**config.mk**
```make
export PLATFORM = sky130hd
export DESIGN_NAME = button_debouncer
export DESIGN_NICKNAME = d
export VERILOG_FILES = /design/src/rtl/debounce_pkg.sv /design/src/rtl/sync_ff.sv /design/src/rtl/button_debouncer.sv
export SDC_FILE = /design/constraint.sdc
export NUM_CORES = 1
export LEC_CHECK = 0
export ABC_AREA = 1
export CORE_ASPECT_RATIO = 1.1
export CORE_MARGIN = 4
export CORE_UTILIZATION = 60
export CTS_CLUSTER_SIZE = 24
export DETAILED_ROUTE_END_ITERATION = 12
export PLACE_DENSITY = 0.77
export SLEW_MARGIN = 20
export SYNTH_ARGS = -nofsm -noshare
export SYNTH_HDL_FRONTEND = slang
export SYNTH_SLANG_ARGS = --single-unit
```
**constraint.sdc**
```tcl
create_clock -name clk -period 3.4 [get_ports clk]
set_clock_uncertainty 0.1 [all_clocks]
set_input_delay 0.51 -clock clk [delete_from_list [all_inputs] [get_ports clk]]
set_output_delay 0.51 -clock clk [all_outputs]
set_load 0.03 [all_outputs]
```
**src/rtl/debounce_pkg.sv**
```systemverilog
// Shared constants for the push-button debouncer: FSM state encoding
// and default timing for the 27 MHz board oscillator.
// Imported by button_debouncer; sync_ff is standalone and needs nothing here.
package debounce_pkg;

    localparam int CLK_HZ              = 27_000_000;
    localparam int DEBOUNCE_MS         = 10;
    localparam int LONG_MS             = 1000;
    localparam int DEF_DEBOUNCE_CYCLES = (CLK_HZ / 1000) * DEBOUNCE_MS;  // 270000
    localparam int DEF_LONG_CYCLES     = (CLK_HZ / 1000) * LONG_MS;      // 27000000

    localparam logic [2:0] ST_IDLE         = 3'd0;
    localparam logic [2:0] ST_PRESS_WAIT   = 3'd1;
    localparam logic [2:0] ST_PRESSED      = 3'd2;
    localparam logic [2:0] ST_LONG_HELD    = 3'd3;
    localparam logic [2:0] ST_RELEASE_WAIT = 3'd4;

    typedef enum logic [2:0] {
        IDLE         = ST_IDLE,
        PRESS_WAIT   = ST_PRESS_WAIT,
        PRESSED      = ST_PRESSED,
        LONG_HELD    = ST_LONG_HELD,
        RELEASE_WAIT = ST_RELEASE_WAIT
    } state_t;

endpackage

```
**src/rtl/sync_ff.sv**
```systemverilog
// Purpose: STAGES-deep flop chain bringing an asynchronous bit into clk.
// Latency: STAGES cycles from d to q.
// Ports: clk, rst_n (async active-low), d (async input), q (synchronised output).
module sync_ff #(
    parameter int   STAGES  = 2,
    parameter logic RST_VAL = 1'b0
) (
    input  logic clk,
    input  logic rst_n,
    input  logic d,
    output logic q
);

    logic [STAGES-1:0] r_chain;

    always_ff @(posedge clk or negedge rst_n) begin
        if (!rst_n) begin
            r_chain <= {STAGES{RST_VAL}};
        end else begin
            r_chain <= {r_chain[STAGES-2:0], d};
        end
    end

    assign q = r_chain[STAGES-1];

endmodule

```
**src/rtl/button_debouncer.sv**
```systemverilog
// Purpose: turns a raw active-low button into a debounced level plus
//   press / release / long-press single-cycle strobes.
// Ports: clk, rst_n (async active-low), btn_n (raw, async, 0 = pressed),
//   btn_level, press_pulse, release_pulse, long_press_pulse (all registered).
module button_debouncer
    import debounce_pkg::*;
#(
    parameter int SYNC_STAGES     = 2,
    parameter int DEBOUNCE_CYCLES = DEF_DEBOUNCE_CYCLES,
    parameter int LONG_CYCLES     = DEF_LONG_CYCLES
) (
    input  logic clk,
    input  logic rst_n,
    input  logic btn_n,
    output logic btn_level,
    output logic press_pulse,
    output logic release_pulse,
    output logic long_press_pulse
);

    localparam int              CW        = $clog2(LONG_CYCLES + 1);
    localparam logic [CW-1:0]   DEB_LAST  = CW'(DEBOUNCE_CYCLES - 1);
    localparam logic [CW-1:0]   LONG_LAST = CW'(LONG_CYCLES - 1);

    logic w_sync_q;
    logic w_btn_s;

    state_t        r_state, w_state_nxt;
    logic [CW-1:0] r_deb_cnt, w_deb_nxt;
    logic [CW-1:0] r_hold_cnt, w_hold_nxt;
    logic          r_long_flag, w_long_flag_nxt;
    logic          w_press_evt, w_release_evt, w_long_evt;
    logic          r_press_q, r_release_q, r_long_q;
    logic          r_level, r_press, r_release, r_long;
    logic [CW-1:0] w_deb_inc, w_hold_inc;

    // Resets to 1 so a button held through reset still reads as released.
    sync_ff #(
        .STAGES  (SYNC_STAGES),
        .RST_VAL (1'b1)
    ) u_sync (
        .clk   (clk),
        .rst_n (rst_n),
        .d     (btn_n),
        .q     (w_sync_q)
    );

    assign w_btn_s = ~w_sync_q;

    // Saturating increments: counters never wrap.
    assign w_deb_inc  = (r_deb_cnt  == '1) ? r_deb_cnt  : r_deb_cnt  + CW'(1);
    assign w_hold_inc = (r_hold_cnt == '1) ? r_hold_cnt : r_hold_cnt + CW'(1);

    always_ff @(posedge clk or negedge rst_n) begin
        if (!rst_n) begin
            r_state     <= IDLE;
            r_deb_cnt   <= '0;
            r_hold_cnt  <= '0;
            r_long_flag <= 1'b0;
        end else begin
            r_state     <= w_state_nxt;
            r_deb_cnt   <= w_deb_nxt;
            r_hold_cnt  <= w_hold_nxt;
            r_long_flag <= w_long_flag_nxt;
        end
    end

    always_comb begin
        w_state_nxt     = r_state;
        w_deb_nxt       = r_deb_cnt;
        w_hold_nxt      = r_hold_cnt;
        w_long_flag_nxt = r_long_flag;
        w_press_evt     = 1'b0;
        w_release_evt   = 1'b0;
        w_long_evt      = 1'b0;
        case (r_state)
            IDLE: begin
                if (w_btn_s) begin
                    w_state_nxt = PRESS_WAIT;
                    w_deb_nxt   = '0;
                end
            end
            PRESS_WAIT: begin
                if (!w_btn_s) begin
                    w_state_nxt = IDLE;
                end else if (r_deb_cnt == DEB_LAST) begin
                    w_state_nxt = PRESSED;
                    w_hold_nxt  = '0;
                    w_press_evt = 1'b1;
                end else begin
                    w_deb_nxt = w_deb_inc;
                end
            end
            PRESSED: begin
                if (!w_btn_s) begin
                    w_state_nxt     = RELEASE_WAIT;
                    w_deb_nxt       = '0;
                    w_long_flag_nxt = 1'b0;
                end else if (r_hold_cnt == LONG_LAST) begin
                    w_state_nxt = LONG_HELD;
                    w_long_evt  = 1'b1;
                end else begin
                    w_hold_nxt = w_hold_inc;
                end
            end
            LONG_HELD: begin
                if (!w_btn_s) begin
                    w_state_nxt     = RELEASE_WAIT;
                    w_deb_nxt       = '0;
                    w_long_flag_nxt = 1'b1;
                end
            end
            RELEASE_WAIT: begin
                // Glitch back to pressed keeps hold_cnt, so the long press
                // is neither restarted nor fired a second time.
                if (w_btn_s) begin
                    w_state_nxt = r_long_flag ? LONG_HELD : PRESSED;
                end else if (r_deb_cnt == DEB_LAST) begin
                    w_state_nxt   = IDLE;
                    w_release_evt = 1'b1;
                end else begin
                    w_deb_nxt = w_deb_inc;
                end
            end
            default: begin
                w_state_nxt = IDLE;
            end
        endcase
    end

    // Events are staged twice so strobes appear on the cycle after the
    // state transition has been registered, giving the documented
    // SYNC_STAGES + DEBOUNCE_CYCLES + 1 press/release latency.
    always_ff @(posedge clk or negedge rst_n) begin
        if (!rst_n) begin
            r_press_q   <= 1'b0;
            r_release_q <= 1'b0;
            r_long_q    <= 1'b0;
            r_press     <= 1'b0;
            r_release   <= 1'b0;
            r_long      <= 1'b0;
            r_level     <= 1'b0;
        end else begin
            r_press_q   <= w_press_evt;
            r_release_q <= w_release_evt;
            r_long_q    <= w_long_evt;
            r_press     <= r_press_q;
            r_release   <= r_release_q;
            r_long      <= r_long_q;
            if (r_press_q) begin
                r_level <= 1'b1;
            end else if (r_release_q) begin
                r_level <= 1'b0;
            end
        end
    end

    assign btn_level        = r_level;
    assign press_pulse      = r_press;
    assign release_pulse    = r_release;
    assign long_press_pulse = r_long;

endmodule

```
==> results of run 1 <==
worst reg2reg max path, delay by kind of cell (launching register included):
family	cells	cell delay, ns
DFF	1	0.48
adders and majority gates	1	0.23
and+or+nand+nor	10	1.57
where the power goes:
part	total (W)	switching, W	leakage, nW	internal, W
clock network	0.000661	0.000322	0.0956	0.000339
logic	0.000551	0.000435	1.06	0.000115
registers	0.000840	0.0000505	0.868	0.000789
placed cells by master (no fill, tap or decap), types with 2 or more instances in the layout:
cell type	count
clkinvlp_4	2
dfrtp_1	61
nor3_1	7
clkinv_2	2
nor2_1	121
clkbuf_8	9
dfstp_2	2
nand2_2	5
nor2_2	2
xnor2_1	4
ha_1	2
a21oi_1	15
clkdlybuf4s50_1	5
inv_1	49
nand3b_1	2
o21ai_0	16
nor2_4	3
nand3_1	82
xor2_1	7
o21bai_1	3
nand4_1	9
nor3b_1	3
inv_2	2
nand2_4	3
buf_4	3
nand2_1	248
stage by stage:
stage | hold slack (ns) | std cells | total power [W] | worst slack (ns)
5_1_grt | 0.0453 | 764 | 0.00218 | 0.648
2_1_floorplan | 0.114 | 672 | 0.00131 | 1.52
4_1_cts | 0.0272 | 764 | 0.00206 | 0.973
6_report | 0.0202 | 764 | 0.00205 | 0.967
3_5_place_dp | 0.247 | 748 | 0.00140 | 1.00
3_3_place_gp | 0.234 | 748 | 0.00139 | 1.09
state kept, by name, summed over array words and instances, names as in the netlist:
signal and flops:
btn_level 1, r_state 3, u_sync.r_chain 2, long_press_pulse 1, press_pulse 1, r_press_q 1, r_release_q 1, r_long_q 1
release_pulse 1, r_hold_cnt 25, r_deb_cnt 25, r_long_flag 1
metal layers:
| layer | part of all wire, % | track usage [%] | vias up | routed length, µm |
|---|---|---|---|---|
| li1 | - | - | 2127 | - |
| met1 | 41 | 31.4 | 1962 | 4250 |
| met2 | 52 | 44.7 | 132 | 5400 |
| met3 | 4.8 | 4.86 | 23 | 493 |
| met4 | 2.1 | 9.53 | 0 | 221 |
| met5 | 0 | 0 | - | 0 |
how the worst min path moves through the flow:
stage,startpoint,endpoint,slack (ns),depth (start not counted)
after floorplan,rst_n,btn_level,0.11,0
after global placement,r_long_q,long_press_pulse,0.23,0
after CTS,rst_n,release_pulse,0.03,1
after global routing,rst_n,release_pulse,0.05,1
after detailed placement,u_sync.r_chain[0],u_sync.r_chain[1],0.25,0
final,rst_n,release_pulse,0.02,1
logic make-up (layout without fill, tap and decap cells):
family | after synthesis | in the layout | share of synthesized area, %
and+or+nand+nor | 489 | 489 | 48.3
buffers and inverters | 70 | 77 | 7.20
DFF | 63 | 63 | 36.8
AOI/OAI and AO/OA | 37 | 37 | 4.93
xor gates and xnor gates | 11 | 11 | 2.24
adders and majority gates | 2 | 2 | 0.583
cell type report:
class,instances,area [µm²]
Sequential cell,63,1580
Clock buffer,9,124
Timing Repair Buffer,9,77.6
Fill cell,630,2410
Inverter,52,195
Clock inverter,7,72.6
Multi-Input combinational cell,539,2400
Tap cell,85,106
==> summary.md, run 1 <==
| Metric | Value |
|---|---|
| Area leader, netlist | dfrtp_1 |
| TritonCTS Buffers | 9 |
| Hold_buf cts | 0 |
| Final instance area | roughly 4600 µm² |
| Critical Path AT | 2.62 ns |
| Setup violators final | 0 |
| Synth Area per Inst | around 6.4 µm² |
| Slew @ Worst Pin | 0.790 ns |
| Post-CTS Setup Bufs | 0 |
| Top cells by count, synth | nand2_1, nor2_1, nand3_1 |
| Sequential area share after synthesis | approximately 37% |
| Async SR Flop Fraction | 100% |
| NumNets Final | 679 |
| Max FO, Critical Path | 26 |
| Fin crit share | 71.6% |
| First drt pass iteration count | 5 |
| Antenna viol nets, final | 0 |
| DRC | 0 |
| Area after DPL | 4360 µm² |
| PostCTS Resize Cnt | 0 |
| Final hold violation count | 0 |
| Vias post-DR | 4244 |
| CP Class | reg -> reg |
| Most common cell type on the critical path | nand2_1 |
| Row count | 32 |
| Share of cells above drive strength 1 | between 5 and 6% |
| VDD IR max | 328 µV |
| RSZ-0062 raised after global routing | no |
| # clock sinks | 63 |
| Crit path launch type | flip-flop |
| CTS max path bufs | 2 |
| CTS tree | done |
| Worst path cell trace | ha_1 > nand2_1 > nor2_1 > nand2_1 > nor2_2 > nand3b_1 > nand2_1 > nand2_2 > nand2_4 > nand2_1 > nand2_1 |
| Most common cell in the synthesized netlist | nand2_1 |
| Worst flop-to-flop path endpoint | r_hold_cnt[24] |
| Critical Path Start | r_hold_cnt[0] |
| Boundary Pins | 7 |
| Overall global routing resource usage | 25.9% |
| Warnings, synthesis | 0 |
| Die Wd | ~89 µm |
| Final RePlAce weighted congestion | 0.936 |
| WP buf/inv | 0 |
| FF-to-FF path depth | 11 |
| Initial detailed-routing violation count | roughly 240 |
| Final TNS setup | 0 ns |
| CP Data Required Time | between 3 and 4 ns |
| Main synth FF type | dfrtp_1 |
| Ranking of synthesized cells by area | dfrtp_1, nand2_1, nor2_1 |
| Highest-delay cell along the critical path | dfrtp_1 |
| CP endpoint kind | flip-flop |
| Clk root buf | clkbuf_8 |
| Mapped Cells | between 600 and 700 |
| Die Height | 96.7 µm |
| Max-Slew Margin vs Limit | a little under half |
| CTS H-tree depth | 3 |
| Antenna Cells | 0 |
| Area Growth Syn to Fin | 6.21% |
| Final core area utilization | roughly 65% |
| Worst path depth | 11 |
| Yosys reg bits | 63 |
| Largest net degree at the start of global routing | 27 |
| Avg WL per Cell | approximately 14 µm |
| Share of Yosys cell area claimed by the top area cell type | 35.6% |
| Pins Over Slew Limit | 0 |
| Initial Util | 61.6% |
| Die area | 8570 µm² |
| Syn Nets | roughly 680 |
| P_leak | 2.03 nW |
| Initial antenna violation count | 0 |
| Worst Hold Class | in -> async |
| # Max-Cap Violations | 0 |
| Crit path time final | 2.43 ns |
| Status | completed |
| Worst reg2reg path startpoint | r_hold_cnt[0] |
| CP peak stage delay | between 0.4 and 0.5 ns |
| Setup crit end | r_hold_cnt[24] |
| Global-route wire length before repair | around 18000 µm |
| Vias per inst | 5.55 |
| Post-synth EDFFs | 0 |
| Final wirelength | just over 10000 µm |
| Grt ovf | 0 |
| Core Area | ~7000 µm² |
| Post-Syn Area | 4290 µm² |
| Highest clock rate | just over 400 MHz |
| R2r setup slk | 0.97 ns |
| Synth cell types | 33 |
| Crit-path leading delay family | simple AND/OR/NAND/NOR gates |
| Vias in the first global route | around 4000 |
| Power density over the cells | ~450 nW/µm² |
| Dpl hpwl | 7380 µm |
| Buffers on Ports | 6 |
| CTS clock-pin slew for the worst setup and hold paths | 0.08 ns |
| Clk Latency, worst-skew pair | approximately 0.35 ns |
Power figures use the tool's default switching activity.
==> inputs of run 2 (changes only) <==
Settings changed: CORE_UTILIZATION 60 to 57.
Clock period 3.4 ns to 2 ns, I/O delays scaled along.
==> summary.md, run 2 (synthesis gave the netlist of run 1 again) <==
| Metric | Value |
|---|---|
| Status | completed |
| Total chip power | 0.00387 W (+89%) |
| Crit-path leading delay family | simple AND/OR/NAND/NOR gates |
| Max FO, Critical Path | 20 (-23%) |
| Highest-delay cell along the critical path | dfrtp_1 |
| Clk Latency, worst-skew pair | 0.35 ns (about the same) |
| FF-to-FF path depth | 11 (unchanged) |
| Largest regs | r_deb_cnt: 25 flops, r_hold_cnt: 25 flops, r_state: 3 flops |
| CP peak stage delay | 0.35 ns (-0.13 ns) |
| Slew @ Worst Pin | 0.400 ns (-0.390 ns) |
| Buffers on Ports | 6 (unchanged) |
| # clock sinks | 63 (unchanged) |
| Vias post-DR | 4422 (+4.2%) |
| Worst flop-to-flop path endpoint | r_hold_cnt[1] |
| Crit path launch type | flip-flop |
| Vias in the first global route | 4068 (+1.4%) |
| Core Area | 7170 µm² (+2.9%) |
| CTS max path bufs | 2 (unchanged) |
| CP Class | reg -> reg |
| Initial detailed-routing violation count | 239 (-2.0%) |
| CTS clock-pin slew for the worst setup and hold paths | 0.09 ns (about the same) |
| Die area | 8980 µm² (+4.8%) |
| Worst reg2reg path startpoint | r_hold_cnt[0] |
| Max Used Layer | met4 |
| Fin crit share | 97.3% (+26 points) |
| CTS H-tree depth | 3 (unchanged) |
| Clk root buf | clkbuf_8 |
| Critical Path AT | 2.07 ns (-0.55 ns) |
| CTS tree | done |
| DRC | 0 (unchanged) |
| RSZ-0062 raised after global routing | yes |
| NumNets Final | 711 (+4.7%) |
| TritonCTS Buffers | 9 (unchanged) |
| Setup crit end | r_hold_cnt[1] |
| Vias per inst | 5.56 (about the same) |
| Pins Over Slew Limit | 0 (unchanged) |
| Critical Path Start | r_hold_cnt[0] |
| R2r setup slk | 0.05 ns (-0.91 ns) |
| Area after DPL | 4560 µm² (+4.5%) |
| Avg WL per Cell | 14.3 µm (+5.5%) |
| Met3 routed WL | 495 µm (+0.41%) |
| Area Growth Syn to Fin | 15.9% |
| Global-route wire length before repair | 18200 µm (+0.84%) |
| Row count | 32 (unchanged) |
| Final hold violation count | 0 (unchanged) |
| Power density over the cells | 778 nW/µm² (+73%) |
| Worst Hold Class | reg -> reg |
| Grt ovf | 0 (unchanged) |
| P_leak | 2.25 nW (+11%) |
| WL met2 | 5970 µm (+11%) |
| Final wirelength | 11400 µm (+9.9%) |
| Worst path depth | 11 (unchanged) |
| Most common cell after layout, fill and taps aside | nand2_1 |
| Antenna Cells | 0 (unchanged) |
| Worst path cell trace | ha_2 > nand2_1 > nor2_2 > nand2_1 > nor2_1 > nand3_1 > nand2_2 > nand2_4 > buf_12 > nand3b_1 > nand2_1 |
| VDD IR max | 442 µV (+35%) |
| Initial Util | 59.9% (-1.7 points) |
| Highest clock rate | 514 MHz (+25%) |
| Boundary Pins | 7 (unchanged) |
| Initial antenna violation count | 0 (unchanged) |
| Die Height | 99.0 µm (+2.4%) |
| CP endpoint kind | flip-flop |
| Die Wd | 90.7 µm (+2.4%) |
| CP Data Required Time | 2.13 ns (-1.46 ns) |
| Most frequent cells in the layout | nand2_1, nor2_1, nand3_1, dfrtp_1, inv_1 |
| # Max-Cap Violations | 0 (unchanged) |
| Antenna viol nets, final | 0 (unchanged) |
| Overall global routing resource usage | 24.8% (-1.2 points) |
| Setup violators final | 0 (unchanged) |
| Final instance area | 4970 µm² (+9.1%) |
| Dpl hpwl | 7440 µm (+0.79%) |
| Max-Slew Margin vs Limit | 73.2% (+26 points) |
| Met1 wire length | 4500 µm (+5.7%) |
| WP buf/inv | 1 (+1) |
| First drt pass iteration count | 7 (+2) |
| Final RePlAce weighted congestion | 0.925 (-1.2%) |
| Share of cells above drive strength 1 | 11.7% (+5.8 points) |
| Final TNS setup | 0 ns (unchanged) |
| Most common cell type on the critical path | nand2_1 |
| Largest net degree at the start of global routing | 64 (+140%) |
| Crit path time final | 1.95 ns (-0.487 ns) |
## run 2: changes by cell type in the layout (fill, tap and decap cells not counted), moves of 3 or more
cell,change
buf_6,+3
nand2_8,+3
buf_4,+19
buf_12,+7
inv_2,+3
nand2_1,-3
inv_1,-4
## run 2: report_power, final
group          switching [W]  internal [W]
combinational       0.000933      0.000538
clock               0.000510      0.000478
sequential         0.0000693       0.00134
total                0.00151       0.00236
## run 2: layer usage
metal / GRT usage [%] / vias to the layer above
met2: 44.3 / 146
met3: 4.27 / 46
li1: - / 2195
met5: 0 / -
met4: 11.2 / 0
met1: 28.9 / 2035
## run 2: how the worst min path moves through the flow
stage / from / cells after the start / to / slack, ns
2_1_floorplan: rst_n / 0 / btn_level / -0.1
6_report: r_release_q / 0 / release_pulse / 0.26
3_3_place_gp: r_long_q / 0 / long_press_pulse / 0.23
5_1_grt: u_sync.r_chain[0] / 0 / u_sync.r_chain[1] / 0.27
4_1_cts: u_sync.r_chain[0] / 0 / u_sync.r_chain[1] / 0.26
3_5_place_dp: rst_n / 2 / long_press_pulse / 0.24
## run 2: layout make-up
| cell class | instances | area (µm²) |
|---|---|---|
| repair buffers | 40 | 429 |
| clock inverters | 4 | 22.5 |
| well taps | 85 | 106 |
| clock buffers | 12 | 145 |
| flip-flops and latches | 63 | 1580 |
| fillers | 657 | 2190 |
| inverters | 52 | 199 |
| multi-input cells | 540 | 2490 |
## run 2: what timing repair did
action,in CTS,in global routing
hold buffers,1,0
endpoints found under the setup margin,0,50
hold endpoints to repair,61,0
buffers inserted,0,10
resized for setup,0,27
## run 2: through the flow
| step | hold slack [ns] | utilization [%] | instances | worst slack, ns |
|---|---|---|---|---|
| 4_1_cts | 0.263 | 66.1 | 783 | 0.0322 |
| 3_3_place_gp | 0.234 | 63.6 | 766 | 0.0842 |
| 5_1_grt | 0.266 | 69.4 | 796 | -0.0571 |
| 2_1_floorplan | -0.0956 | - | 672 | 0.121 |
| 6_report | 0.263 | 69.4 | 796 | 0.0542 |
| 3_5_place_dp | 0.243 | 63.6 | 766 | 0.0301 |
## run 2: worst register-to-register path, stage by stage, from the launching register on
cell	delay [ns]
dfrtp_1	0.35
ha_2	0.19
nand2_1	0.08
nor2_2	0.20
nand2_1	0.11
nor2_1	0.10
nand3_1	0.11
nand2_2	0.12
nand2_4	0.13
buf_12	0.19
nand3b_1	0.09
nand2_1	0.06
